<file path="config.mk">
export PLATFORM = sky130hd
export DESIGN_NAME = countdown_timer_flat
export DESIGN_NICKNAME = d
export VERILOG_FILES = /design/src/rtl/countdown_timer_if.sv /design/src/rtl/countdown_timer.sv /design/src/flat_wrapper.sv
export SDC_FILE = /design/constraint.sdc
export NUM_CORES = 1
export LEC_CHECK = 0
export CORE_ASPECT_RATIO = 0.5
export CORE_MARGIN = 2
export CORE_UTILIZATION = 50
export DETAILED_ROUTE_END_ITERATION = 8
export PLACE_DENSITY = 0.7
export SLEW_MARGIN = 5
export SYNTH_ARGS = -nofsm -noshare
export SYNTH_HDL_FRONTEND = slang
export SYNTH_SLANG_ARGS = --single-unit
</file>
<file path="constraint.sdc">
create_clock -name clk -period 2.1 [get_ports clk]
set_input_delay 0.42 -clock clk [delete_from_list [all_inputs] [get_ports clk]]
set_output_delay 0.42 -clock clk [all_outputs]
set_load 0.05 [all_outputs]
</file>
<file path="src/rtl/countdown_timer_if.sv">
// Button pulses into the countdown timer and the display/status signals coming back out.
interface countdown_timer_if;
  logic       set_inc;
  logic       start;
  logic       clear;
  logic [3:0] bin0;
  logic [3:0] bin1;
  logic [3:0] bin2;
  logic [3:0] bin3;
  logic       running;
  logic       expired;
  logic       expire_pulse;

  modport master (
    output set_inc, start, clear,
    input  bin0, bin1, bin2, bin3, running, expired, expire_pulse
  );

  modport slave (
    input  set_inc, start, clear,
    output bin0, bin1, bin2, bin3, running, expired, expire_pulse
  );
endinterface

</file>
<file path="src/rtl/countdown_timer.sv">
// BCD MM:SS countdown timer: load a start time with set_inc, start/pause/resume with start,
// decrements once per TICK_CYCLES clocks and flags expiry at 00:00.
//
// state   | meaning
// IDLE    | editing the set value, display shows set value
// RUN     | prescaler counting, count decrements on each tick
// PAUSE   | count and prescaler frozen
// EXPIRED | reached 00:00, waiting for start/clear acknowledge
module countdown_timer #(
  parameter int TICK_CYCLES = 100_000_000,
  parameter int PRE_W       = 27
) (
  input  logic          clk,
  input  logic          reset,
  countdown_timer_if.slave tmr
);

  typedef enum logic [1:0] {
    IDLE    = 2'd0,
    RUN     = 2'd1,
    PAUSE   = 2'd2,
    EXPIRED = 2'd3
  } state_t;

  state_t           state;
  logic [15:0]      s;
  logic [15:0]      c;
  logic [PRE_W-1:0] pre;
  logic             expire_pulse_q;
  logic             tick;
  logic [15:0]      disp;

  // Digit layout: [15:12] min tens, [11:8] min ones, [7:4] sec tens, [3:0] sec ones.
  function automatic logic [15:0] bcd_inc(input logic [15:0] v);
    logic [15:0] r;
    r = v;
    if (v[3:0] != 4'd9) r[3:0] = v[3:0] + 4'd1;
    else begin
      r[3:0] = 4'd0;
      if (v[7:4] != 4'd5) r[7:4] = v[7:4] + 4'd1;
      else begin
        r[7:4] = 4'd0;
        if (v[11:8] != 4'd9) r[11:8] = v[11:8] + 4'd1;
        else begin
          r[11:8]  = 4'd0;
          r[15:12] = (v[15:12] != 4'd5) ? v[15:12] + 4'd1 : 4'd0;
        end
      end
    end
    return r;
  endfunction

  function automatic logic [15:0] bcd_dec(input logic [15:0] v);
    logic [15:0] r;
    r = v;
    if (v[3:0] != 4'd0) r[3:0] = v[3:0] - 4'd1;
    else begin
      r[3:0] = 4'd9;
      if (v[7:4] != 4'd0) r[7:4] = v[7:4] - 4'd1;
      else begin
        r[7:4] = 4'd5;
        if (v[11:8] != 4'd0) r[11:8] = v[11:8] - 4'd1;
        else begin
          r[11:8]  = 4'd9;
          r[15:12] = (v[15:12] != 4'd0) ? v[15:12] - 4'd1 : 4'd5;
        end
      end
    end
    return r;
  endfunction

  assign tick = (state == RUN) && (pre == PRE_W'(TICK_CYCLES - 1));

  always_ff @(posedge clk or negedge reset) begin
    if (!reset) begin
      state          <= IDLE;
      s              <= 16'h0000;
      c              <= 16'h0000;
      pre            <= '0;
      expire_pulse_q <= 1'b0;
    end else begin
      expire_pulse_q <= 1'b0;
      case (state)
        IDLE: begin
          if (tmr.clear) begin
            state <= IDLE;
          end else if (tmr.start) begin
            if (s != 16'h0000) begin
              c     <= s;
              pre   <= '0;
              state <= RUN;
            end
          end else if (tmr.set_inc) begin
            s <= bcd_inc(s);
          end
        end
        RUN: begin
          // A start on the tick edge pauses and drops that tick.
          if (tmr.clear) begin
            state <= IDLE;
          end else if (tmr.start) begin
            state <= PAUSE;
          end else if (tick) begin
            pre <= '0;
            c   <= bcd_dec(c);
            if (c == 16'h0001) begin
              state          <= EXPIRED;
              expire_pulse_q <= 1'b1;
            end
          end else begin
            pre <= pre + 1'b1;
          end
        end
        PAUSE: begin
          if (tmr.clear)      state <= IDLE;
          else if (tmr.start) state <= RUN;
        end
        EXPIRED: begin
          if (tmr.clear || tmr.start) state <= IDLE;
        end
        default: state <= IDLE;
      endcase
    end
  end

  always_comb begin
    disp = 16'h0000;
    case (state)
      IDLE:    disp = s;
      RUN:     disp = c;
      PAUSE:   disp = c;
      EXPIRED: disp = 16'h0000;
      default: disp = 16'h0000;
    endcase
  end

  assign tmr.bin0         = disp[3:0];
  assign tmr.bin1         = disp[7:4];
  assign tmr.bin2         = disp[11:8];
  assign tmr.bin3         = disp[15:12];
  assign tmr.running      = (state == RUN);
  assign tmr.expired      = (state == EXPIRED);
  assign tmr.expire_pulse = expire_pulse_q;

endmodule

</file>
<file path="src/flat_wrapper.sv">
// flat-port wrapper written by rule: the top's interface ports become plain ports
module countdown_timer_flat 
#(
  parameter int TICK_CYCLES = 100_000_000,
  parameter int PRE_W       = 27
)
  (clk, reset, tmr_set_inc, tmr_start, tmr_clear, tmr_bin0, tmr_bin1, tmr_bin2, tmr_bin3, tmr_running, tmr_expired, tmr_expire_pulse);
  countdown_timer_if tmr_i ();
  input  logic clk;
  input  logic reset;
  input wire logic [$bits(tmr_i.set_inc)-1:0] tmr_set_inc;
  input wire logic [$bits(tmr_i.start)-1:0] tmr_start;
  input wire logic [$bits(tmr_i.clear)-1:0] tmr_clear;
  output wire logic [$bits(tmr_i.bin0)-1:0] tmr_bin0;
  output wire logic [$bits(tmr_i.bin1)-1:0] tmr_bin1;
  output wire logic [$bits(tmr_i.bin2)-1:0] tmr_bin2;
  output wire logic [$bits(tmr_i.bin3)-1:0] tmr_bin3;
  output wire logic [$bits(tmr_i.running)-1:0] tmr_running;
  output wire logic [$bits(tmr_i.expired)-1:0] tmr_expired;
  output wire logic [$bits(tmr_i.expire_pulse)-1:0] tmr_expire_pulse;
  assign tmr_i.set_inc = tmr_set_inc;
  assign tmr_i.start = tmr_start;
  assign tmr_i.clear = tmr_clear;
  assign tmr_bin0 = tmr_i.bin0;
  assign tmr_bin1 = tmr_i.bin1;
  assign tmr_bin2 = tmr_i.bin2;
  assign tmr_bin3 = tmr_i.bin3;
  assign tmr_running = tmr_i.running;
  assign tmr_expired = tmr_i.expired;
  assign tmr_expire_pulse = tmr_i.expire_pulse;
  countdown_timer #(.TICK_CYCLES(TICK_CYCLES), .PRE_W(PRE_W)) u_core (.clk(clk), .reset(reset), .tmr(tmr_i));
endmodule
</file>
* Yosys cells after proc, flatten, opt, wreduce, memory -nomap -nowiden
Index checks and enable logic that the tools add are counted.
** Storage, ports and cells
- Bits in registers :: 62
- Bits in latches :: 0
- Memory bits (writable) :: 0
- Bits in read-only memories :: 0
- Input bits :: 5
- Memories :: 0
** Operators by class
- Add/subtract/negate cells :: 9
- Multiply operators :: 0
- Div/mod/pow operators :: 0
- Order comparisons :: 0
- Equal/unequal tests :: 24
- Shift-type cells :: 0
- Muxes and demuxes :: 42
- Bitwise logic cells :: 5
- Reduce and logical (&&, ||, !) cells :: 20
** Operators with widths (count)
- two-way mux 27 bit :: 6
- two-way mux 16 bit :: 6
- case mux 27 bit (2 select lines) :: 1
- case mux 16 bit (3 select lines) :: 1
- two-way mux 4 bit :: 9
- case mux 16 bit (2 select lines) :: 1
- adder 27 x 1 -> 27 bit, second input constant :: 1
- == test 27 bit, second input constant :: 1
- two-way mux 2 bit :: 10
- AND reduction 6 bit :: 3
- adder 4 x 1 -> 4 bit, second input constant :: 4
- == test 16 x 1 -> 1 bit, second input constant :: 1
- != test 4 x 3 -> 1 bit, second input constant :: 4
- nonzero test 16 bit :: 1
- nonzero test 4 bit :: 4
- subtractor 4 x 1 -> 4 bit, second input constant :: 4
- != test 2 bit, second input constant :: 7
- AND reduction 7 bit :: 2
- two-way mux 12 bit :: 1
- AND reduction 10 bit :: 1
- AND reduction 9 bit :: 1
- two-way mux 8 bit :: 1
- != test 4 bit, second input constant :: 2
- case mux 2 bit (4 select lines) :: 1
- 15 further kinds :: 27

* Longest topological paths before layout
- Depth after elaboration :: 9
- Depth in mapped cells :: 9
- Depth with buffers taken out :: 7

* Worst setup path after synthesis
OpenSTA, ideal clock, no wires.
- Path kind :: register to output
- Start point :: reg u_core.state[0]
- End point :: out tmr_bin1[1]
- Data arrival time :: 2.348 ns
- Data required time :: 1.680 ns
- Slack :: -0.668 ns
- Stages on the path, launching flop included :: 7
- Buffers on the path :: 2
- Cell sequence :: dfrtp_1 > inv_1 > ha_1 > clkbuf_1 > clkbuf_1 > nand2_1 > o21ai_0
** Between the ends
- Cells in the longest elaborated chain, start to end :: 3
** RTL lines
- start, declared :: line countdown_timer.sv:25 : state_t state;
- start signal, assigned :: line countdown_timer.sv:76 : state <= IDLE;
- start signal, assigned :: line countdown_timer.sv:86 : state <= IDLE;
- start signal, assigned :: line countdown_timer.sv:91 : state <= RUN;
- == test 2 x 1 -> 1 bit / == test 2 bit (equally long branches) :: line countdown_timer.sv:128 : case (state)
- OR reduction 2 bit (no source line)
- case mux 16 bit (3 select lines) * :: line countdown_timer.sv:128
- end, declared :: line flat_wrapper.sv:15 : output wire logic [$bits(tmr_i.bin1)-1:0] tmr_bin1;
Every way passes the cells marked *; elsewhere a longest branch is shown, timed or not.

* Final worst setup path
- Start point :: reg u_core.state[1]
- End point :: reg u_core.c[13]
** Between the ends
- Cells in the longest elaborated chain, start to end :: 4
** RTL lines
- == test 2 x 1 -> 1 bit :: line countdown_timer.sv:72, countdown_timer.sv:83
- logical AND 1 bit :: line countdown_timer.sv:72 : assign tick = (state == RUN) && (pre == PRE_W'(TICK_CYCLES - 1));
- != test 2 x 1 -> 1 bit (no source line)
- AND reduction 10 bit (no source line)
- end signal, assigned :: line countdown_timer.sv:89 : c <= s;
- end signal, assigned :: line countdown_timer.sv:105 : c <= bcd_dec(c);
- end, declared :: line countdown_timer.sv:27 : logic [15:0] c;
Several ways; a longest one is shown, not always the timed one.
A chain may end at the register's enable or synchronous reset.

==> results.json <==
{
  "globalplace.congestion": 0.9053,
  "p_int_mw": 4.190,
  "rsz0062_at_grt": "yes",
  "setup_violations": 64,
  "clock-sinks": 62,
  "hold_viol": 0,
  "power.share.clock": 0.215,
  "start_util": 0.5299,
  "wl_per_cell_um": 22.96,
  "endpoint_kind": "register",
  "grt.total_usage": 0.3087,
  "rows": 22,
  "synth_warnings": 0,
  "p_seq_frac": 0.221,
  "grt.busiest_layer": "met2",
  "die_area_um2": 8767,
  "cts.path.max_buffers": 2,
  "synth_edf_count": 0,
  "combPwrFrac": 0.564,
  "drive_above_1_share": 0.4167,
  "ir_worst_vdd_uv": 594.6,
  "placedCellCount": 649,
  "root_buffer": "clkbuf_16",
  "met1_usage": 0.4124,
  "register_area_um2": 1551,
  "hold_slack_ns": 0.08071,
  "finalCritPeriodShare": 1.165,
  "worstPathRequired_ns": 2.32,
  "worst_setup_path_start_kind": "register",
  "drcViolationCount": 0,
  "hold_path.class": "in2async",
  "p_leak_nw": 2.636,
  "antenna_found_initial": 0,
  "die_w_um": 130.4,
  "antennaDiodeCount": 0,
  "status": "finished, violations left",
  "r2r_slack_ns": -0.35,
  "max_stage_delay_ns": 0.61,
  "drt_iter0_drc": 881,
  "drv_cap": 0,
  "final_antenna_net_count": 0,
  "firstDrtPassIters": 8,
  "nets": 582,
  "grt_max_degree": 63,
  "synth_cell_types": 66,
  "cts.reportedPaths.clkPinSlew_ns": 0.06,
  "io_buffers": 23,
  "fin_crit_ns": 2.447,
  "syn2layout_area_growth_pct": 57.26,
  "crit_chain": "inv_2, ha_4, or4b_4, a22oi_2, o21ai_2, nor4_1, buf_4, a211oi_2",
  "synthArstFlopShare": 1.000,
  "p_switching_mw": 3.071,
  "final_cells": 684,
  "worstReg2RegEnd": "u_core.c[13]",
  "p_total_mw": 7.261,
  "crit_type": "reg2reg",
  "skew_ns": 0.009937,
  "vias": 4598,
  "power_density_nw_per_um2": 1155,
  "syn_area_per_cell_um2": 8.726,
  "fin_tns_setup_ns": -7.064,
  "critical_path_peak_fanout": 4,
  "cts_buffers": 9,
  "sw_frac_of_total": 0.4229,
  "design.core.area_um2": 7542,
  "viasPerCell": 6.722,
  "violations": "negative setup slack",
  "multiInputGateArea_um2": 2834,
  "synth_ff_type": "dfrtp_1",
  "cts_tree": "yes",
  "nFillCells": 409,
  "max-slew-margin-rel": 0.6664,
  "use_met2": 0.4849,
  "synth-seq-area-share": 0.3882,
  "netlist_instances": 458,
  "rr_worst_depth": 8,
  "synthesis.nets": 469,
  "grt_pass1_wl_um": 20260,
  "insertion_delay_ns": 0.35,
  "overflow": 0,
  "ios": 24,
  "worstMarginPinSlew_ns": 0.4988,
  "routed_wl_um": 15710,
  "maxSlewViolCount": 0,
  "dp_hpwl_um": 8035,
  "crit_slowest_cell": "or4b_4",
  "gr-usage-met3": 0.07686,
  "fin_ws_ns": -0.3474,
  "fmax_mhz": 408.6,
  "dieHeight_um": 67.22,
  "crit_start": "u_core.state[1]",
  "ys_seq_elements": 62,
  "crit_arrival_ns": 2.67,
  "htree_levels": 3,
  "endpoint": "u_core.c[13]",
  "holdBufCountCts": 0,
  "netlist_area_um2": 3996,
  "grt_pass1_vias": 4019,
  "reg2reg_from": "u_core.state[1]"
}
==> stage by stage <==
stage | instance area [um2] | util | worst slack, ns
2_1_floorplan | 4108 | - | -0.3565
3_3_place_gp | 5167 | 0.6851 | -0.5154
3_5_place_dp | 5167 | 0.6851 | -0.5646
4_1_cts | 5828 | 0.7727 | -0.1381
5_1_grt | 6285 | 0.8333 | -0.3992
6_report | 6285 | 0.8333 | -0.3474
==> critical path, delay by kind of cell (launching register included) <==
kind                     cells  cell delay [ns]
AND/OR/NAND/NOR              2             0.95
AO/OA/AOI/OAI                3             0.50
flip-flops                   1             0.39
buffers and inverters        2             0.30
adder cells (fa/ha/maj)      1             0.18
==> layout by cell type (no fill, tap or decap), drive strengths merged, types with 7 or more instances in the layout <==
cell type / instances
nor3: 24
nand3: 14
clkbuf: 14
dfrtp: 62
and3: 8
nand2: 53
nor2: 27
and2: 7
inv: 19
or4: 11
buf: 120
o21ai: 44
a21oi: 22
xnor2: 8
nand2b: 7
nor4: 7
mux2i: 8
a22o: 8
a31oi: 8
o31ai: 10
nand4: 11
==> layer usage <==
| metal | part of all wire | wire length, um |
|---|---|---|
| met1 | 0.38 | 5919 |
| met3 | 0.11 | 1779 |
| met2 | 0.45 | 7097 |
| met5 | 0 | 0 |
| met4 | 0.058 | 911 |
==> cells by family (layout without fill, tap and decap cells) <==
family / after synthesis / count (layout) / share of synthesized area
buf+inv: 45 / 162 / 0.05573
flops: 62 / 62 / 0.3882
compound gates: 127 / 128 / 0.2091
fa+ha+maj: 6 / 6 / 0.01878
simple gates: 195 / 195 / 0.2740
xor+xnor: 13 / 13 / 0.02849
mux: 10 / 10 / 0.02567
==> sequential cells by signal, indices dropped and copies added, names as in the netlist <==
name	flops
u_core.c	16
u_core.pre	27
u_core.state	2
u_core.tmr.expire_pulse	1
u_core.s	16
==> power groups by stage <==
stage               clock (mW)  combinational [mW]  sequential, mW
floorplan                    0                1.63            1.64
global placement             0                2.99            1.57
detailed placement           0                3.03            1.57
CTS                       1.55                3.40            1.56
global route              1.62                4.23            1.62
finish                    1.56                4.09            1.61
==> cells in the mapped netlist (2+ instances only) <==
cell type,number,share of area
nor4b_1,3,0.0066
clkbuf_1,17,0.016
o32ai_1,4,0.0088
a21o_1,2,0.0038
nor3_1,23,0.029
buf_6,4,0.011
o211ai_1,2,0.0038
a211o_1,2,0.0044
a221o_1,2,0.0050
a31oi_1,8,0.013
o21a_1,3,0.0056
a22oi_1,4,0.0075
o31ai_1,10,0.019
nand2b_1,7,0.011
xor2_1,5,0.011
ha_1,6,0.019
mux2i_1,8,0.020
xnor2_1,8,0.018
buf_2,2,0.0025
and3_1,8,0.013
nor4_1,6,0.0094
or4_4,2,0.0056
nor2b_1,4,0.0063
nor3b_1,6,0.011
o21ai_1,2,0.0025
and4_1,3,0.0066
nand3_1,14,0.018
nand4_1,10,0.016
a31o_2,2,0.0044
nor4bb_1,2,0.0050
or2_2,2,0.0031
nand2_1,52,0.049
and2_1,6,0.0094
a21oi_1,22,0.028
inv_1,19,0.018
o2111ai_1,3,0.0066
a22o_1,8,0.018
dfrtp_1,62,0.39
mux2_2,2,0.0056
a211oi_1,5,0.0094
o21ai_0,40,0.050
nor2_1,26,0.024
or4_1,9,0.017
==> area by class of cell <==
cell class,instances,area share
Clock buffer,11,0.04021
Clock inverter,5,0.009158
Inverter,19,0.01135
Multi-Input combinational cell,352,0.4509
Sequential cell,62,0.2469
Tap cell,108,0.02150
Timing Repair Buffer,127,0.2200
==> how the worst min path moves through the flow <==
stage / to / slack, ns / cells after the start
2_1_floorplan: u_core.c[0] / 0.12 / 0
3_3_place_gp: u_core.pre[16] / 0.46 / 2
3_5_place_dp: u_core.pre[17] / 0.46 / 2
4_1_cts: u_core.pre[14] / 0.10 / 2
5_1_grt: u_core.pre[14] / 0.10 / 2
6_report: u_core.pre[10] / 0.08 / 2
==> repair_timing <==
item,4_1_cts,5_1_grt
resized for setup,55,77
setup buffers,10,6
pin swaps,21,24
endpoints found under the setup margin,67,72
gates cloned,2,4
(Power assumes the default switching activity.)
